**src/rtl/audio_volume_ctrl_if.sv**
```systemverilog
// Sample stream bundle between the I2S receiver, the volume stage and the PWM DACs.
// master drives samples in and receives DAC codes; slave is the volume stage itself.
interface audio_volume_ctrl_if;
    logic               in_valid;
    logic signed [23:0] in_L;
    logic signed [23:0] in_R;
    logic               out_valid;
    logic        [11:0] dac_L;
    logic        [11:0] dac_R;
    logic               clip;

    modport master (
        output in_valid, in_L, in_R,
        input  out_valid, dac_L, dac_R, clip
    );

    modport slave (
        input  in_valid, in_L, in_R,
        output out_valid, dac_L, dac_R, clip
    );
endinterface

```
**src/rtl/audio_volume_ctrl.sv**
```systemverilog
// Stereo volume stage: debounced up/down keys set a 16-step gain, samples are scaled,
// saturated and converted to 12-bit offset-binary DAC codes over a 2-cycle pipeline.
module audio_volume_ctrl #(
    parameter int DEBOUNCE_CYCLES = 1000000,
    parameter int VOL_DEFAULT     = 8,
    parameter int VOL_MAX         = 15
) (
    input  logic                clk,
    input  logic                Reset,
    audio_volume_ctrl_if.slave  sif,
    input  logic                key_up_n,
    input  logic                key_down_n,
    input  logic                mute_en,
    output logic [3:0]          vol_level
);
    localparam int DATA_W = 24;
    localparam int COEF_W = 5;
    localparam int PROD_W = DATA_W + COEF_W;
    localparam int Q_W    = PROD_W - 3;
    localparam int DAC_W  = 12;
    localparam int CNT_W  = $clog2(DEBOUNCE_CYCLES + 1);

    // Signed sample times zero-extended unsigned gain; the result always fits PROD_W.
    function automatic logic signed [PROD_W-1:0] mul_gain(
        input logic signed [DATA_W-1:0] x,
        input logic        [COEF_W-1:0] g
    );
        return PROD_W'(x) * $signed(PROD_W'(g));
    endfunction

    // Returns {sat, dac}: divide by 8 (floor), clamp to 24-bit, keep top 12 bits, flip MSB.
    function automatic logic [DAC_W:0] sat_to_dac(input logic signed [PROD_W-1:0] p);
        logic signed [Q_W-1:0]    q;
        logic signed [DATA_W-1:0] q_sat;
        logic signed [DAC_W-1:0]  s;
        logic                     sat;
        q   = Q_W'(p >>> 3);
        sat = (q[Q_W-1:DATA_W-1] != '0) && (q[Q_W-1:DATA_W-1] != '1);
        if (!sat)
            q_sat = DATA_W'(q);
        else if (q[Q_W-1])
            q_sat = {1'b1, {(DATA_W-1){1'b0}}};
        else
            q_sat = {1'b0, {(DATA_W-1){1'b1}}};
        s = DAC_W'(q_sat >>> (DATA_W - DAC_W));
        return {sat, ~s[DAC_W-1], s[DAC_W-2:0]};
    endfunction

    // Key path: bit 0 = up, bit 1 = down. Released level is 1.
    logic [1:0]       key_raw;
    logic [1:0]       key_meta;
    logic [1:0]       key_sync;
    logic [1:0]       key_db;
    logic [1:0]       press_evt;
    logic [CNT_W-1:0] key_cnt [2];

    assign key_raw = {key_down_n, key_up_n};

    // The counter only runs while the synced level differs from the debounced one,
    // so any return to the old level restarts the qualification window.
    always_ff @(posedge clk) begin
        if (Reset) begin
            key_meta  <= '1;
            key_sync  <= '1;
            key_db    <= '1;
            press_evt <= '0;
            for (int i = 0; i < 2; i++)
                key_cnt[i] <= '0;
        end else begin
            key_meta  <= key_raw;
            key_sync  <= key_meta;
            press_evt <= '0;
            for (int i = 0; i < 2; i++) begin
                if (key_sync[i] == key_db[i]) begin
                    key_cnt[i] <= '0;
                end else if (key_cnt[i] == CNT_W'(DEBOUNCE_CYCLES - 1)) begin
                    key_cnt[i]   <= '0;
                    key_db[i]    <= key_sync[i];
                    press_evt[i] <= ~key_sync[i];
                end else begin
                    key_cnt[i] <= key_cnt[i] + 1'b1;
                end
            end
        end
    end

    always_ff @(posedge clk) begin
        if (Reset)
            vol_level <= 4'(VOL_DEFAULT);
        else if (press_evt == 2'b01 && vol_level < 4'(VOL_MAX))
            vol_level <= vol_level + 4'd1;
        else if (press_evt == 2'b10 && vol_level != 4'd0)
            vol_level <= vol_level - 4'd1;
    end

    // Stage 1: gain multiply
    logic [COEF_W-1:0]        gain;
    logic                     vld_p1;
    logic signed [PROD_W-1:0] prod_l_p1;
    logic signed [PROD_W-1:0] prod_r_p1;

    assign gain = mute_en ? '0 : {1'b0, vol_level};

    always_ff @(posedge clk) begin
        if (Reset)
            vld_p1 <= 1'b0;
        else
            vld_p1 <= sif.in_valid;
    end

    always_ff @(posedge clk) begin
        if (sif.in_valid) begin
            prod_l_p1 <= mul_gain(sif.in_L, gain);
            prod_r_p1 <= mul_gain(sif.in_R, gain);
        end
    end

    // Stage 2: scale, saturate, convert to offset binary
    logic [DAC_W:0] res_l;
    logic [DAC_W:0] res_r;

    assign res_l = sat_to_dac(prod_l_p1);
    assign res_r = sat_to_dac(prod_r_p1);

    always_ff @(posedge clk) begin
        if (Reset) begin
            sif.out_valid <= 1'b0;
            sif.clip      <= 1'b0;
            sif.dac_L     <= 12'd2048;
            sif.dac_R     <= 12'd2048;
        end else begin
            sif.out_valid <= vld_p1;
            sif.clip      <= vld_p1 & (res_l[DAC_W] | res_r[DAC_W]);
            if (vld_p1) begin
                sif.dac_L <= res_l[DAC_W-1:0];
                sif.dac_R <= res_r[DAC_W-1:0];
            end
        end
    end
endmodule

```
**src/flat_wrapper.sv**
```systemverilog
// flat-port wrapper written by rule: the top's interface ports become plain ports
module audio_volume_ctrl_flat 
#(
    parameter int DEBOUNCE_CYCLES = 1000000,
    parameter int VOL_DEFAULT     = 8,
    parameter int VOL_MAX         = 15
)
  (clk, Reset, key_up_n, key_down_n, mute_en, vol_level, sif_in_valid, sif_in_L, sif_in_R, sif_out_valid, sif_dac_L, sif_dac_R, sif_clip);
  audio_volume_ctrl_if sif_i ();
  input  logic clk;
  input  logic Reset;
  input  logic key_up_n;
  input  logic key_down_n;
  input  logic mute_en;
  output logic [3:0] vol_level;
  input wire logic [$bits(sif_i.in_valid)-1:0] sif_in_valid;
  input wire logic [$bits(sif_i.in_L)-1:0] sif_in_L;
  input wire logic [$bits(sif_i.in_R)-1:0] sif_in_R;
  output wire logic [$bits(sif_i.out_valid)-1:0] sif_out_valid;
  output wire logic [$bits(sif_i.dac_L)-1:0] sif_dac_L;
  output wire logic [$bits(sif_i.dac_R)-1:0] sif_dac_R;
  output wire logic [$bits(sif_i.clip)-1:0] sif_clip;
  assign sif_i.in_valid = sif_in_valid;
  assign sif_i.in_L = sif_in_L;
  assign sif_i.in_R = sif_in_R;
  assign sif_out_valid = sif_i.out_valid;
  assign sif_dac_L = sif_i.dac_L;
  assign sif_dac_R = sif_i.dac_R;
  assign sif_clip = sif_i.clip;
  audio_volume_ctrl #(.DEBOUNCE_CYCLES(DEBOUNCE_CYCLES), .VOL_DEFAULT(VOL_DEFAULT), .VOL_MAX(VOL_MAX)) u_core (.clk(clk), .Reset(Reset), .sif(sif_i), .key_up_n(key_up_n), .key_down_n(key_down_n), .mute_en(mute_en), .vol_level(vol_level));
endmodule
```
**config.mk**
```make
export PLATFORM = sky130hd
export DESIGN_NAME = audio_volume_ctrl_flat
export DESIGN_NICKNAME = d
export VERILOG_FILES = /design/src/rtl/audio_volume_ctrl_if.sv /design/src/rtl/audio_volume_ctrl.sv /design/src/flat_wrapper.sv
export SDC_FILE = /design/constraint.sdc
export NUM_CORES = 1
export LEC_CHECK = 0
export ABC_AREA = 0
export BUFFER_PORTS_ARGS = -buffer_cell sky130_fd_sc_hd__buf_2
export CORE_UTILIZATION = 30
export CTS_BUF_LIST = sky130_fd_sc_hd__clkbuf_2 sky130_fd_sc_hd__clkbuf_4 sky130_fd_sc_hd__clkbuf_8
export DETAILED_ROUTE_END_ITERATION = 6
export HOLD_SLACK_MARGIN = 0.03
export PLACE_DENSITY = 0.51
export SLEW_MARGIN = 20
export SYNTH_ARGS = -nofsm -noshare
export SYNTH_HDL_FRONTEND = slang
export SYNTH_SLANG_ARGS = --single-unit
export TNS_END_PERCENT = 30
```
**constraint.sdc**
```tcl
create_clock -name clk -period 10.83 [get_ports clk]
set_clock_uncertainty 0.2 [all_clocks]
set_input_delay 1.6245 -clock clk [delete_from_list [all_inputs] [get_ports clk]]
set_output_delay 1.6245 -clock clk [all_outputs]
set_load 0.02 [all_outputs]
```
==> Word-level counts from Yosys, hierarchy flattened <==
Memory sizes are Yosys's and may differ from the RTL's.
Cells that the tools add are included.
{ "op_classes": {"n_addsub": 4, "mul": 2, "magnitude_cmp": 1, "eq_ne": 8, "muxes": 37, "n_bitwise": 16, "reduce_logical": 12} }
{ "op_table": {"columns": ["operator", "n"], "rows": [
  ["2-to-1 mux 20 bit", 6],
  ["2-to-1 mux 24 bit", 4],
  ["multiplier 24 x 5 -> 29 bit", 2],
  ["adder 20 x 1 -> 20 bit, second input constant", 2],
  ["equality test 20 bit, second input constant", 2],
  ["2-to-1 mux 1 bit", 24],
  ["2-to-1 mux 4 bit", 3],
  ["inverter 1 bit", 8],
  ["OR 1 bit", 7],
  ["!= test 3 bit, second input constant", 2],
  ["nonzero test 3 bit", 2],
  ["OR reduction 3 bit", 2],
  ["adder 4 x 1 -> 4 bit, second input constant", 1],
  ["logical AND 1 bit", 4],
  ["less-than comparator 4 bit, second input constant", 1],
  ["AND reduction 2 bit", 2],
  ["nonzero test 4 bit", 1],
  ["subtractor 4 x 1 -> 4 bit, second input constant", 1],
  ["equality test 1 bit", 2],
  ["equality test 2 x 1 -> 1 bit, second input constant", 1],
  ["equality test 2 bit, second input constant", 1],
  ["nonzero test 2 bit", 1],
  ["AND 1 bit", 1]
]} }
{ "totals": {"reg_bits": 97, "ramBits": 40, "input_bits": 54, "output_inout_bits": 30, "wordCells": 95, "memories": 1} }
{ "mem_list": {"columns": ["name", "words", "width", "read_ports", "rd_clocked_by_memory_dff", "wr", "line_no", "rtl"], "rows": [
  ["u_core.key_cnt", 2, 20, 2, 0, 2, "audio_volume_ctrl.sv:55", "logic [CNT_W-1:0] key_cnt [2];"]
]} }

==> Longest topological paths before layout <==
An unclocked memory read counts as a cell.
{ "depth": {"depth_word": 8, "depth_mapped": 18, "depth_no_buf": 16} }

==> Least setup slack after synthesis <==
No wires, ideal clock.
{ "synth_path": {"kind": "input to register", "startpoint": "input mute_en", "endpoint": "register u_core.prod_r_p1[23] (data pin)", "setup_ps": 263, "arrival_ps": 5279, "t_required_ps": 10367, "setup_slack_ps": 5088, "path_stages": 16, "path_buffers": 2, "cell_sequence": "nor2b_1 clkbuf_1 clkbuf_1 and2_1 ha_1 fa_1 inv_1 fa_1 inv_1 ha_1 a21o_1 a21o_1 a221oi_1 a21oi_1 o41ai_2 xnor2_1"} }
{ "synth_between": {"elab_chain_cells": 2} }
{ "synth_lines": {"columns": ["item", "line_no", "rtl"], "rows": [
  ["start: declaration", "flat_wrapper.sv:14", "input logic mute_en;"],
  ["2-to-1 mux 4 bit", "audio_volume_ctrl.sv:102", "assign gain = mute_en ? '0 : {1'b0, vol_level};"],
  ["multiplier 24 x 5 -> 29 bit", "audio_volume_ctrl.sv:28", "return PROD_W'(x) * $signed(PROD_W'(g));"],
  ["end signal: assignment", "audio_volume_ctrl.sv:114", "prod_r_p1 <= mul_gain(sif.in_R, gain);"],
  ["end: declaration", "audio_volume_ctrl.sv:100", "logic signed [PROD_W-1:0] prod_r_p1;"]
]} }
No other way between the ends.
A chain may end at the register's enable or synchronous reset.

==> Final worst setup path <==
Ends and elaborated chain as after synthesis.

==> results.yml <==
outcome:
  status: "complete, but fails checks"
  violations_in_the_final_reports: "design-rule violations"
synthesis:
  async_reset_ff_frac: 0
  postSynth.topFlopCell: "edfxtp_1"
  synthTopCellsByArea: "edfxtp_1 (19%), fa_1 (18%), ha_1 (13%)"
  synth_seq_area_share: 0.256
  number_of_instances_in_the_synthesized_netlist: 1206
  post_synth_most_frequent_cells: "inv_1 (171), and2_1 (155), ha_1 (112)"
  ys_seq_elements: 107
  post-synth-top-count-cell: "inv_1"
  yosys.area.top_type: "edfxtp_1"
  synthDistinctLibCells: 55
  synthesis.area_per_instance_um2: 9.14
  synth_warnings: 0
  synth_top_area_share: 0.185
  synthesized_cell_area_mm2: 0.0110
  count_of_flip_flops_with_a_built_in_enable_after_synthesis: 68
hold_path:
  whs_path_depth: 1
  min-delay-path-class: "reg -> reg"
grt:
  grt_pass1_vias: 8115
  met3_usage: 0.0111
  grt.overflow.total: 0
  grt_start_max_net_pins: 49
  globalRoute.busiestLayer: "met2"
  grtUsageMet1: 0.189
  globalRouteMet2Util: 0.205
  grt_pass1_wl_um: 40000
  antenna_violations_before_repair: 1
  gr-usage-all-layers: 0.128
timing:
  worst_pin_slew_ns: 0.822
  min_period_over_period: 0.529
  achievable-frequency_ghz: 0.174
  hold_viol: 0
  setup-violations-final: 0
  timing_max_transition_violations_final: 0
  grt_setup_unrepaired: "no"
  tns_ns: 0
  slew-limit-headroom: 0.447
  finalCriticalPeriod_ns: 5.73
final_layout:
  count_of_nets_after_finishing: 1566
  num_antenna_cells: 0
  areaGrowthSynthToFinish_pct: 11.2
  stdcell_area_mm2: 0.0123
  drive_above_1_share: 0.0887
drt:
  detailroute.via_count: 7941
  number_of_drc_violations_after_detailed_routing_iteration_0: 349
  vias_per_cell: 4.49
  route.detailed.drc: 1
  wirelength_um: 23000
  drt_first_pass_iters: 6
  route.detailed.wl_per_inst_um: 13.0
  drt.antenna.violating_nets: 0
power_and_ir_drop:
  power.density_mw_per_mm2: 69.3
  power_frac_comb: 0.149
  power.sequential.fraction: 0.549
  netSwitchingPower_mw: 0.235
  fraction_of_power_consumed_by_the_clock_network: 0.303
  p_int_mw: 0.615
  power.leakage_nw: 5.94
  worst_ir_drop_vdd_uv: 51.2
  power.switching_fraction: 0.276
setup_path:
  criticalPathCategory: "in -> reg"
  critical_path_startpoint_category: "primary input"
  setup.worst_path.end_class: "register"
  ff2ff_path_depth: 16
  critPathMaxFanout: 48
  cp.required_ns: 10.76
  crit_arrival_ns: 5.66
clocking:
  cts_inserted_buffers: 9
  cts_hold_repair.buffers: 0
  cts-resized-gates: 0
  max-clock-path-buffers: 2
  clk_sinks: 107
  cts_tree: "built"
  clockRootBuffer: "clkbuf_8"
  path_clk_slew_ns: 0.11
  insertion_delay_ns: 0.37
  cts.htree.levels: 3
  cts_setup_buffers: 0
floorplanning:
  row_count: 69
  fp.dieW_um: 194
  start_util: 0.308
  io-pin-count: 84
  die_area_mm2: 0.0375
  placeableCoreArea_mm2: 0.0358
  dieHeight_um: 194
placed_design:
  count_of_buffers_from_port_buffering: 83
  place_hpwl_um: 18800
  placed_cell_area_mm2: 0.0120
  gpl.final_weighted_congestion: 0.789
job:
  cap_viol_max_count: 0
==> worst max-delay path, cell delays in order <==
cell	delay, ns
buf_2	0.15
nor2b_2	0.11
buf_4	0.40
and2_1	0.20
ha_1	0.24
fa_1	0.54
inv_1	0.05
fa_1	0.53
inv_1	0.04
ha_1	0.34
a21o_1	0.19
a21o_1	0.17
a221oi_1	0.41
a21oi_1	0.20
o41ai_2	0.37
xnor2_1	0.10
==> sequential cells by signal (all words and copies together), names as in the netlist, 2 cells and up <==
name	flops
u_core.press_evt	2
u_core.sif.dac_R	12
u_core.key_meta	2
u_core.prod_r_p1	14
u_core.vol_level	4
u_core.prod_l_p1	14
u_core.key_cnt	40
u_core.key_db	2
u_core.key_sync	2
u_core.sif.dac_L	12
==> per-layer routing <==
metal	part of all wire	wire, um
met1	0.53	12200
met2	0.43	10000
met3	0.027	621
met4	0.0079	182
met5	0.00048	11
==> logic make-up after synthesis <==
| family | share of synthesized area |
|---|---|
| other | 0.000340 |
| DFF | 0.256 |
| xor gates and xnor gates | 0.0564 |
| buffers and inverters | 0.0720 |
| AOI/OAI and AO/OA | 0.0984 |
| and+or+nand+nor | 0.213 |
| adders and majority gates | 0.303 |
| muxes | 0.000908 |
==> power groups by stage <==
stage	Combinational, mW	Sequential, mW	Clock [mW]
after floorplan	0.0803	0.477	0
after global placement	0.126	0.476	0
after detailed placement	0.128	0.476	0
after CTS	0.129	0.466	0.267
after global routing	0.146	0.469	0.284
final	0.126	0.466	0.257
==> path summary, 6_finish.rpt <==
kind                  startpoint  slack, ns              endpoint
max reg2reg  u_core.vol_level[2]       5.89  u_core.prod_r_p1[23]
max                      mute_en       5.10  u_core.prod_r_p1[23]
min reg2reg   u_core.key_meta[0]       0.24    u_core.key_sync[0]
min           u_core.key_meta[0]       0.24    u_core.key_sync[0]
==> placed cells by master, fill, tap and decap left out, types with 5 or more instances in the layout <==
cell type,synthesis,layout
o21ai_0,42,42
conb_1,1,40
nand3_1,22,22
or3_1,6,6
nor3_1,7,7
clkbuf_8,0,9
o211ai_1,6,6
fa_1,97,97
inv_1,171,171
nor2_1,76,75
nand2_1,76,76
edfxtp_1,68,68
nand4_1,17,17
nor2b_1,8,5
nor4b_1,9,9
and3_1,13,13
xor2_1,31,31
a21oi_1,62,62
a31oi_1,6,6
xnor2_1,40,40
ha_1,112,112
buf_2,1,83
dfxtp_1,39,39
and2_1,155,155
nand2b_1,29,29
a21o_1,20,20
==> per-stage QoR <==
stage | std cells | utilization | setup slack, ns | total power, mW | hold WS (ns)
2_1_floorplan | 1245 | - | 5.09 | 0.557 | 0.189
3_3_place_gp | 1753 | 0.336 | 4.75 | 0.602 | 0.206
3_5_place_dp | 1753 | 0.336 | 4.68 | 0.604 | 0.192
4_1_cts | 1769 | 0.342 | 5.09 | 0.862 | 0.237
5_1_grt | 1769 | 0.342 | 4.78 | 0.899 | 0.258
6_report | 1769 | 0.342 | 5.10 | 0.849 | 0.242
==> cell type report <==
cell class | count | area [um^2]
clock buffer | 9 | 124
clock inverter | 7 | 83.8
fill | 3722 | 23600
inverter | 171 | 642
multi-input combinational | 927 | 7560
sequential | 107 | 2820
tap | 461 | 577
timing repair buffer | 87 | 445
Power figures use the tool's default switching activity.
